`config.mk`:
```
export PLATFORM = sky130hd
export DESIGN_NAME = cache_fill_arbiter
export DESIGN_NICKNAME = d
export VERILOG_FILES = /design/src/rtl/cache_pkg.sv /design/src/rtl/word_counter.sv /design/src/rtl/cache_fill_arbiter.sv
export SDC_FILE = /design/constraint.sdc
export NUM_CORES = 1
export LEC_CHECK = 0
export ABC_AREA = 1
export BUFFER_PORTS_ARGS = -buffer_cell sky130_fd_sc_hd__clkbuf_2
export CAP_MARGIN = 25
export CORE_MARGIN = 10
export CORE_UTILIZATION = 46
export DETAILED_ROUTE_END_ITERATION = 6
export PLACE_DENSITY = 0.8
export SLEW_MARGIN = 20
export SYNTH_ARGS = -nofsm -noshare
export SYNTH_HDL_FRONTEND = slang
export SYNTH_HIERARCHICAL = 1
export SYNTH_SLANG_ARGS = --single-unit
export TNS_END_PERCENT = 5
```
`constraint.sdc`:
```
create_clock -name clk -period 1.3 [get_ports clk]
set_input_delay 0.13 -clock clk [delete_from_list [all_inputs] [get_ports clk]]
set_output_delay 0.13 -clock clk [all_outputs]
set_load 0.01 [all_outputs]
```
`src/rtl/cache_pkg.sv`:
```
// rtl/cache_pkg.sv - shared FSM/owner types and block geometry for the cache fill arbiter
package cache_pkg;

    localparam int WORDS_PER_BLOCK = 8;
    localparam int WORD_IDX_W      = $clog2(WORDS_PER_BLOCK);
    localparam int BLOCK_OFFSET_W  = $clog2(2 * WORDS_PER_BLOCK);

    typedef enum logic [1:0] {
        ST_IDLE,
        ST_ISSUE,
        ST_DRAIN
    } fill_state_e;

    typedef enum logic {
        OWN_I,
        OWN_D
    } owner_e;

endpackage

```
`src/rtl/word_counter.sv`:
```
// rtl/word_counter.sv - word index counter with synchronous clear and increment
module word_counter
    import cache_pkg::*;
(
    input  logic                  clk,
    input  logic                  rst,
    input  logic                  clr,
    input  logic                  inc,
    output logic [WORD_IDX_W-1:0] count
);

    always_ff @(posedge clk or posedge rst) begin
        if (rst) begin
            count <= '0;
        end else if (clr) begin
            count <= '0;
        end else if (inc) begin
            count <= count + WORD_IDX_W'(1);
        end
    end

endmodule

```
`src/rtl/cache_fill_arbiter.sv`:
```
// rtl/cache_fill_arbiter.sv - arbitrates I/D cache misses onto one memory read port and steers block fills
module cache_fill_arbiter #(
    parameter int ADDR_W          = 16,
    parameter int WORDS_PER_BLOCK = 8,
    parameter int MEM_LAT         = 4
) (
    input  logic                               clk,
    input  logic                               rst,
    input  logic                               I_miss,
    input  logic [ADDR_W-1:0]                  I_miss_addr,
    input  logic                               D_miss,
    input  logic [ADDR_W-1:0]                  D_miss_addr,
    input  logic                               mem_data_valid,
    output logic                               mem_en,
    output logic [ADDR_W-1:0]                  mem_addr,
    output logic [$clog2(WORDS_PER_BLOCK)-1:0] fill_word,
    output logic                               I_fill_we,
    output logic                               D_fill_we,
    output logic                               I_tag_we,
    output logic                               D_tag_we,
    output logic                               busy
);
    import cache_pkg::*;

    localparam int                    OFFSET_W   = $clog2(2 * WORDS_PER_BLOCK);
    localparam logic [ADDR_W-1:0]     BLOCK_MASK = ~ADDR_W'((1 << OFFSET_W) - 1);
    localparam logic [WORD_IDX_W-1:0] LAST_WORD  = WORD_IDX_W'(WORDS_PER_BLOCK - 1);

    fill_state_e           state, state_nxt;
    owner_e                owner, owner_nxt;
    logic [ADDR_W-1:0]     base, base_nxt;
    logic [WORD_IDX_W-1:0] issue_cnt, recv_cnt;
    logic                  fill, done;

    // Memory latency is a property of the memory; returns are simply counted.
    logic [31:0] unused_mem_lat;
    assign unused_mem_lat = MEM_LAT;

    assign fill      = (state != ST_IDLE) && mem_data_valid;
    assign done      = fill && (recv_cnt == LAST_WORD);
    assign mem_en    = (state == ST_ISSUE);
    assign mem_addr  = mem_en ? base + ADDR_W'({issue_cnt, 1'b0}) : '0;
    assign fill_word = fill ? recv_cnt : '0;
    assign I_fill_we = fill && (owner == OWN_I);
    assign D_fill_we = fill && (owner == OWN_D);
    assign I_tag_we  = done && (owner == OWN_I);
    assign D_tag_we  = done && (owner == OWN_D);
    assign busy      = (state != ST_IDLE);

    always_ff @(posedge clk or posedge rst) begin
        if (rst) begin
            state <= ST_IDLE;
            owner <= OWN_D;
            base  <= '0;
        end else begin
            state <= state_nxt;
            owner <= owner_nxt;
            base  <= base_nxt;
        end
    end

    // D wins ties because it belongs to the older instruction; no preemption once busy.
    always_comb begin
        state_nxt = state;
        owner_nxt = owner;
        base_nxt  = base;
        case (state)
            ST_IDLE: begin
                if (D_miss) begin
                    state_nxt = ST_ISSUE;
                    owner_nxt = OWN_D;
                    base_nxt  = D_miss_addr & BLOCK_MASK;
                end else if (I_miss) begin
                    state_nxt = ST_ISSUE;
                    owner_nxt = OWN_I;
                    base_nxt  = I_miss_addr & BLOCK_MASK;
                end
            end
            ST_ISSUE: begin
                if (done) begin
                    state_nxt = ST_IDLE;
                end else if (issue_cnt == LAST_WORD) begin
                    state_nxt = ST_DRAIN;
                end
            end
            ST_DRAIN: begin
                if (done) begin
                    state_nxt = ST_IDLE;
                end
            end
            default: state_nxt = ST_IDLE;
        endcase
    end

    word_counter u_issue_cnt (
        .clk   (clk),
        .rst   (rst),
        .clr   (done),
        .inc   (mem_en),
        .count (issue_cnt)
    );

    word_counter u_recv_cnt (
        .clk   (clk),
        .rst   (rst),
        .clr   (done),
        .inc   (fill),
        .count (recv_cnt)
    );

endmodule
```
==> flow_summary.toml, run 1 <==
[status]
status = "finished with violations"
violations = "negative setup slack"

[floorplan]
die_h_um = 73.1
core_um2 = 2730
rows = 19
pin_count = 62
die_w_um = 73.1
die_area_um2 = 5340
initial_core_util_pct = 47.4

[setup_path]
required_ps = 1170
critPathTopFamily = "flip-flops"
r2r-start = "state[0]"
cp_slowest_cell = "dfrtp_2"
worst-r2r-cell-count = 6
critPathKind = "register to output port"
endpoint_kind = "output port"
crit_end = "mem_addr[10]"
startpoint = "state[1]"
arrival_ps = 1390
crit_chain = "nor2_4 -> clkinvlp_4 -> buf_6 -> nor2_2 -> buf_2"
cp_max_fo = 6
rrSetupSlack_ps = -10
crit_buf_inv = 3
cpPeakStageDelay_ps = 460
worstSetupStartpointType = "register"
worst_r2r_endpoint = "base[11]"
critical_path_depth = 5

[clock_network]
htreeDepth = 1
cts_sinks = 21
tritoncts = "yes"
cts-root-buf = "clkbuf_4"
cts_made_buffers = 3
clk_pin_slew_ps = 120
clock_latency_ps = 310
clock_path_buffers = 2

[hold_path]
whs_path_depth = 3
hold_path.class = "input pin to register"

[layout]
post-route-util_pct = 61.7
stdcell_count = 253
layout-drive-gt1-share_pct = 47.3
fill_cells = 248
design_area_um2 = 1690
diodes = 0
final_net_count = 262
area_delta_synth_final_pct = 30.2

[route]
via_per_inst = 4.72
drt_pass1_iterations = 4
post_drt_wl_per_cell_um = 12.0
drt_iter0_drc = 41
drc_errors = 0
drtAntennaViolNets = 0
via_count = 1194
routed_wl_um = 3030

[synth]
yosysWarnings = 6
yosysTopAreaCellShare_pct = 38.6
synthCells = 161
synth_top_flop_cell = "dfrtp_1"
synth_common_cells = "nor2_1, inv_1, dfrtp_1"
avgSynthCellArea_um2 = 8.05
netlist_area_um2 = 1300
yosysSeqAreaShare_pct = 40.6
synth_cell_types = 30
synth_edf_count = 0
ys_top_cells_by_area = "dfrtp_1, nor2_1, inv_1, o211ai_2, or2_2"
yosysMostFrequentCell = "nor2_1"
async_flop_share_pct = 100
synth-seq-cells = 21
synth_top_area_cell = "dfrtp_1"
syn_nets = 200

[grt]
grt_usage_pct = 11.6
grt_pass1_vias = 1203
grt_pass1_wl_um = 5120
grt_max_degree = 27
grt_antenna_before_repair = 0
grt.overflow.total = 0

[flow_run]
maxCapViolCount = 0

[timing]
finalClockSkew_ps = 2.42
layout_setup_ws_ps = -224
finalSetupViolations = 25
finalCritPeriodShare_pct = 117
rsz0062_at_grt = "yes"
max_slew_margin_pct = 60.8
fmax_mhz = 656
tightest_slew_ps = 587
slew_violations = 0
hold_viol_final = 0
period_minus_slack_ps = 1520

[power]
p_leak_nw = 0.937
ir_drop_v = 0.00140
finalPower_mw = 3.97
powerDensity_nw_per_um2 = 2350

[placement]
place_ws_ps = 13.9
place_hpwl_um = 2380
io_buffers = 52
place_congestion = 0.763
placed_cell_area_um2 = 1570
dp_cells = 243
==> layer usage <==
metal	wire [µm]	global-route usage, %
met3	296	4.76
met1	1350	13.8
met5	0	0
met4	40	4.43
met2	1340	18.1
==> worst min-delay path: cells and delay by family <==
family | cells | cell delay [ps]
compound gates | 2 | 140
buf+inv | 1 | 70
==> per-stage QoR <==
stage               TNS, ps  hold slack (ps)
global route          -7050             70.4
CTS                   -4520             57.6
floorplan                 0             -116
detailed placement        0             12.9
global placement          0             14.4
finish                -3860             62.1
==> state kept, by name, summed over array words and instances (netlist names) <==
| register | flops |
|---|---|
| base | 12 |
| owner | 1 |
| state | 2 |
| u_issue_cnt/count | 3 |
| u_recv_cnt/count | 3 |
==> power by group <==
group          internal [mW]  total (mW)  switching, mW  leakage (nW)
clock network          0.120       0.320          0.200        0.0150
logic                   1.04        2.45           1.40         0.674
registers               1.00        1.21          0.201         0.248
==> layout make-up <==
class	instances	area, µm²	area share (%)
Clock buffer	4	26.3	1.56
Sequential cell	21	528	31.3
Timing Repair Buffer	63	357	21.1
Tap cell	31	38.8	2.30
Inverter	33	130	7.71
Multi-Input combinational cell	101	608	36.0
==> layout by cell type (no fill, tap or decap), drive strengths merged <==
cell type	n
nor2	39
o211ai	12
nand3	3
inv	32
nand4	1
or2	12
nand2	13
clkinvlp	1
a21oi	2
o21ai	15
dlygate4sd3	1
dfrtp	20
buf	29
ha	2
conb	1
o21bai	1
clkbuf	37
dfstp	1
==> worst min path at each step <==
stage	startpoint	to	slack (ps)
after floorplan	rst	u_issue_cnt/count[0]	-120
after global placement	rst	u_issue_cnt/count[0]	10
after detailed placement	rst	u_issue_cnt/count[0]	10
after CTS	D_miss_addr[10]	base[10]	60
after global routing	D_miss_addr[7]	base[7]	70
final	D_miss_addr[6]	base[6]	60
==> logic make-up after synthesis <==
logic type / count (synthesis) / synth area share, %
AOI/OAI and AO/OA: 30 / 17.3
other: 1 / 0.289
and+or+nand+nor: 68 / 25.3
DFF: 21 / 40.6
adders and majority gates: 2 / 1.93
buffers and inverters: 39 / 14.6
==> repair_timing <==
action	CTS	global route
hold buffers	1	0
resized for setup	9	27
pin swaps	2	3
hold endpoints to repair	20	0
setup endpoints to repair	23	40
setup buffers	5	0
No activity file was read; power rests on OpenSTA's default activity.
==> inputs of run 2 (changes only) <==
--- a/config.mk
+++ b/config.mk
@@ -6,11 +6,10 @@
 export NUM_CORES = 1
 export LEC_CHECK = 0
-export ABC_AREA = 1
+export ABC_AREA = 0
 export BUFFER_PORTS_ARGS = -buffer_cell sky130_fd_sc_hd__clkbuf_2
 export CAP_MARGIN = 25
 export CORE_MARGIN = 10
-export CORE_UTILIZATION = 46
+export CORE_UTILIZATION = 30
 export DETAILED_ROUTE_END_ITERATION = 6
-export PLACE_DENSITY = 0.8
 export SLEW_MARGIN = 20
 export SYNTH_ARGS = -nofsm -noshare
==> constraint.sdc (replaced) <==
create_clock -name clk -period 1.3 [get_ports clk]
set_input_delay 0.195 -clock clk [delete_from_list [all_inputs] [get_ports clk]]
set_output_delay 0.195 -clock clk [all_outputs]
set_load 0.01 [all_outputs]
==> run 2 against run 1 <==
  * The flow still finishes with violations (negative setup slack)
  * Final cell count fell by 10%
  * Area after synthesis fell by 4.6%
  * Combinational power rose by 24%
  * Sequential cell count did not move
  * First-iteration DRC count fell by 73%
  * Power rose by 19%
  * Highest routed layer unchanged
==> flow_summary.toml, run 2 <==
[setup_path]
arrival_ps = 1300
cp_slowest_cell = "dfrtp_1"
cpPeakStageDelay_ps = 410
critPathKind = "register to output port"
worstSetupStartpointType = "register"
crit_chain = "nor2b_4 -> buf_6 -> and2_1 -> buf_2"
cp_max_fo = 6
required_ps = 1110
endpoint_kind = "output port"

[synth]
synth_edf_count = 0
yosysSeqAreaShare_pct = 42.6
synth_top_flop_cell = "dfrtp_1"
netlist_area_um2 = 1240
ys_top_cells_by_area = "dfrtp_1, mux2_2, mux2_4, and2_1, and3_1"
async_flop_share_pct = 100
yosysMostFrequentCell = "dfrtp_1"
yosysTopAreaCellShare_pct = 40.5
synth-seq-cells = 21
synth_top_area_cell = "dfrtp_1"
syn_nets = 145
synth_common_cells = "dfrtp_1, and2_1, mux2_2"
synth_cell_types = 27
synthCells = 106
yosysWarnings = 6
avgSynthCellArea_um2 = 11.7

[clock_network]
clk_pin_slew_ps = 80
clock_path_buffers = 2
cts_sinks = 21
cts_made_buffers = 3
tritoncts = "yes"
htreeDepth = 1
cts-root-buf = "clkbuf_8"
clock_latency_ps = 260

[timing]
max_slew_margin_pct = 59.3
fmax_mhz = 669
finalClockSkew_ps = 4.60
finalSetupViolations = 36
layout_setup_ws_ps = -194
finalCritPeriodShare_pct = 115
period_minus_slack_ps = 1490
rsz0062_at_grt = "yes"
tns_ps = -5480
worst_hold_slack_ps = 266
slew_violations = 0
hold_viol_final = 0
tightest_slew_ps = 610

[power]
finalPower_mw = 4.71
powerDensity_nw_per_um2 = 2460
ir_drop_v = 0.00141
p_leak_nw = 0.967

[grt]
grt_max_degree = 16
grt_pass1_wl_um = 5610
grt_usage_pct = 9.47
grt_antenna_before_repair = 0
grt.overflow.total = 0
grt_pass1_vias = 1224

[layout]
largest_reg_flops = 12
top_register = "base"
area_delta_synth_final_pct = 54.8
final_net_count = 217
diodes = 0
layout-drive-gt1-share_pct = 69.5
fill_cells = 381
top_regs = "base x12, u_issue_cnt/count x3, u_recv_cnt/count x3"
final_cell_mix = "clkbuf_2, dfrtp_1, mux2_2, buf_6, buf_4"
layout.cells.most_common = "clkbuf_2"

[floorplan]
die_w_um = 84.2
die_h_um = 84.2
initial_core_util_pct = 30.9
core_um2 = 4000
die_area_um2 = 7090
pin_count = 62
rows = 23

[flow_run]
maxCapViolCount = 0

[route]
routed_wl_um = 3450
drt_iter0_drc = 11
via_count = 1055
via_per_inst = 4.65
drt_pass1_iterations = 2
drc_errors = 0
drtAntennaViolNets = 0
post_drt_wl_per_cell_um = 15.2

[status]
status = "finished with violations"
violations = "negative setup slack"

[placement]
place_ws_ps = -116
io_buffers = 52
place_hpwl_um = 2650
place_congestion = 0.747

[hold_path]
hold_path.class = "input pin to register"
-- run 2: changes by cell type in the layout (fill, tap and decap cells not counted), sizes merged, moves of 13 or more --
cell,previous run,this run
and2,0,17
inv,32,4
mux2,0,24
nor2,39,5
o21ai,15,2
-- run 2: timing repair --
item                                    CTS  global route
gates cloned                              0             1
endpoints found under the setup margin   26            38
pin swaps                                 5             8
endpoints found under the hold margin     6             0
gates resized for setup                  17            48
hold buffers                              1             0
setup buffers                             3             3
-- run 2: cell families after synthesis --
logic type | share of synthesized area [%]
xor gates and xnor gates | 1.42
other | 0.303
and+or+nand+nor | 18.7
muxes | 26.2
DFF | 42.6
adders and majority gates | 2.02
AOI/OAI and AO/OA | 4.76
buffers and inverters | 3.95
-- run 2: layer usage --
metal  vias up  GRT usage, %  wire length [µm]
met2        28          18.5              1950
met5         -             0                 0
li1        503             -                 -
met4         0          2.28                13
met3         2          4.35               328
met1       522          8.57              1170
-- run 2: worst paths after layout --
check                      cells past startpoint                    to      from  slack [ps]
max                                            4           mem_addr[5]  state[0]        -190
min                                            3                 owner    I_miss         270
max reg2reg                                    5              base[12]  state[0]        -140
min reg2reg                                    1               base[7]   base[7]         500
max in group asynchronous                      3              state[1]       rst         300
min in group asynchronous                      3  u_issue_cnt/count[1]       rst         350
-- run 2: stage by stage --
stage,utilization [%],cell area [µm²],std cells
after floorplan,-,1240,106
final,47.8,1910,227
after global placement,40.3,1610,215
after CTS,44.4,1780,223
after global routing,47.8,1910,227
after detailed placement,40.3,1610,215
-- run 2: area by class of cell --
| cell class | instances | area, µm² | share of cell area [%] |
|---|---|---|---|
| Clock buffer | 3 | 41.3 | 2.16 |
| Clock inverter | 1 | 5.00 | 0.262 |
| Inverter | 4 | 15.0 | 0.785 |
| Multi-Input combinational cell | 77 | 734 | 38.4 |
| Sequential cell | 21 | 528 | 27.6 |
| Tap cell | 50 | 62.6 | 3.27 |
| Timing Repair Buffer | 71 | 527 | 27.5 |
-- run 2: where the power goes --
part	switching (mW)	internal (mW)
sequential	0.245	1.01
combinational	1.22	1.82
clock	0.203	0.213
-- run 2: worst max-delay path, delay by kind of cell, from the launching register on --
kind,cells,cell delay [ps]
buffers and inverters,2,270
DFF,1,410
and+or+nand+nor,2,350
==> inputs of run 3 (changes only) <==
- RECOVER_POWER: default -> 100
- SLEW_MARGIN: 20 -> default
==> run 3 against run 2 <==
  * Utilization about the same
  * Clock-buffer cell count unchanged
  * The flow still finishes with violations (negative setup slack)
  * Final cell count unchanged
  * Critical path depth unchanged
  * Combinational power about the same
  * Via count unchanged
  * Clock power about the same
  * Power about the same
  * Largest power group unchanged
  * Wire length about the same
  * Sequential power about the same
  * Maximum frequency unchanged
==> flow_summary.toml, run 3 (same netlist as run 2, synthesis figures left out) <==
[timing]
rsz0062_at_grt = "yes"
finalSetupViolations = 36
finalClockSkew_ps = 4.62
fmax_mhz = 669
tightest_slew_ps = 610
period_minus_slack_ps = 1490
slew_violations = 0
layout_setup_ws_ps = -194
hold_viol_final = 0
max_slew_margin_pct = 59.3
finalCritPeriodShare_pct = 115

[clock_network]
cts_made_buffers = 3
clock_path_buffers = 2
clock_latency_ps = 260
cts-root-buf = "clkbuf_8"
htreeDepth = 1
clk_pin_slew_ps = 80
tritoncts = "yes"
cts_sinks = 21

[layout]
design_area_um2 = 1910
top_regs = "base x12, u_issue_cnt/count x3, u_recv_cnt/count x3"
largest_reg_flops = 12
layout-drive-gt1-share_pct = 68.9
fill_cells = 379
final_net_count = 217
diodes = 0
final_cell_mix = "clkbuf_2, dfrtp_1, mux2_2, buf_6, buf_4"
layout.cells.most_common = "clkbuf_2"
post-route-util_pct = 47.8
area_delta_synth_final_pct = 54.7
top_register = "base"

[power]
p_leak_nw = 0.964
pwr-share-clk_pct = 8.8
p_sw_share_pct = 35.3
ir_drop_v = 0.00141
comb_power_share_pct = 64.6
p_int_mw = 3.05
powerDensity_nw_per_um2 = 2460
p_seq_share_pct = 26.6
switchingPower_mw = 1.66

[route]
drt_iter0_drc = 11
drc_errors = 0
routed_wl_um = 3450
drt_pass1_iterations = 2
via_per_inst = 4.65
drtAntennaViolNets = 0
via_count = 1055
post_drt_wl_per_cell_um = 15.2

[status]
status = "finished with violations"
violations = "negative setup slack"

[placement]
place_congestion = 0.747
placed_cell_area_um2 = 1610
io_buffers = 52
place_hpwl_um = 2650

[setup_path]
crit_chain = "nor2b_4 -> buf_6 -> and2_1 -> buf_2"
worstSetupStartpointType = "register"
cpPeakStageDelay_ps = 410
endpoint_kind = "output port"
arrival_ps = 1300
critPathKind = "register to output port"
critPathTopFamily = "flip-flops"
cp_max_fo = 6
crit_buf_inv = 2
required_ps = 1110
rrSetupSlack_ps = -140
cp_slowest_cell = "dfrtp_1"

[grt]
grt_antenna_before_repair = 0
grt_usage_pct = 9.47
grt_max_degree = 16
grt.overflow.total = 0
grt_pass1_wl_um = 5610
grt_pass1_vias = 1224

[floorplan]
initial_core_util_pct = 30.9
rows = 23
die_h_um = 84.2
die_w_um = 84.2
pin_count = 62
die_area_um2 = 7090
core_um2 = 4000

[flow_run]
maxCapViolCount = 0

[hold_path]
hold_path.class = "input pin to register"
run 3: cell counts in the layout (fill, tap and decap cells not counted):
No cell type changed its count.
run 3: layout make-up:
type                       instances  area (µm²)  share of cell area [%]
inverter                           4        15.0                   0.785
sequential                        21         528                    27.6
clock buffer                       3        41.3                    2.16
multi-input combinational         77         734                    38.4
timing repair buffer              71         526                    27.5
tap                               50        62.6                    3.27
clock inverter                     1        5.00                   0.262
run 3: stage by stage:
step	worst slack, ps	power, mW	setup TNS (ps)	hold WS, ps	cells
4_1_cts	-203	4.08	-4290	259	223
2_1_floorplan	25.8	2.54	0	-51.4	106
3_3_place_gp	-82.1	3.31	-971	71.3	215
3_5_place_dp	-116	3.40	-1310	76.2	215
5_1_grt	-265	5.05	-7620	269	227
6_report	-194	4.71	-5480	266	227
run 3: repair_timing:
action,4_1_cts,5_1_grt
pin swaps,5,8
endpoints found under the setup margin,26,38
hold endpoints to repair,6,0
setup buffers,3,3
gates resized for setup,17,48
gates cloned,0,1
hold buffers,1,0
run 3: final timing paths:
check / from / to / cells past startpoint
max in group asynchronous: rst / state[1] / 3
hold / removal: I_miss / owner / 3
min in group asynchronous: rst / u_issue_cnt/count[1] / 3
setup / recovery: state[0] / mem_addr[5] / 4
setup reg to reg: state[0] / base[12] / 5
hold reg to reg: base[7] / base[7] / 1
run 3: power by group through the flow:
stage               Clock (mW)  Sequential, mW  Combinational (mW)
floorplan                    0            1.18                1.36
global placement             0            1.23                2.08
detailed placement           0            1.25                2.15
CTS                      0.428            1.23                2.42
global route             0.464            1.31                3.28
finish                   0.416            1.25                3.04
run 3: layer usage:
metal  up-vias  global-route usage [%]  part of all wire (%)
met3         2                    4.35                   9.5
met5         -                       0                     0
met4         0                    2.28                  0.38
li1        503                       -                     -
met1       522                    8.57                    34
met2        28                    18.5                    56
run 3: worst min-delay path, stage by stage:
cell      delay (ps)
clkbuf_2         110
nand2_1           70
a22o_2           120
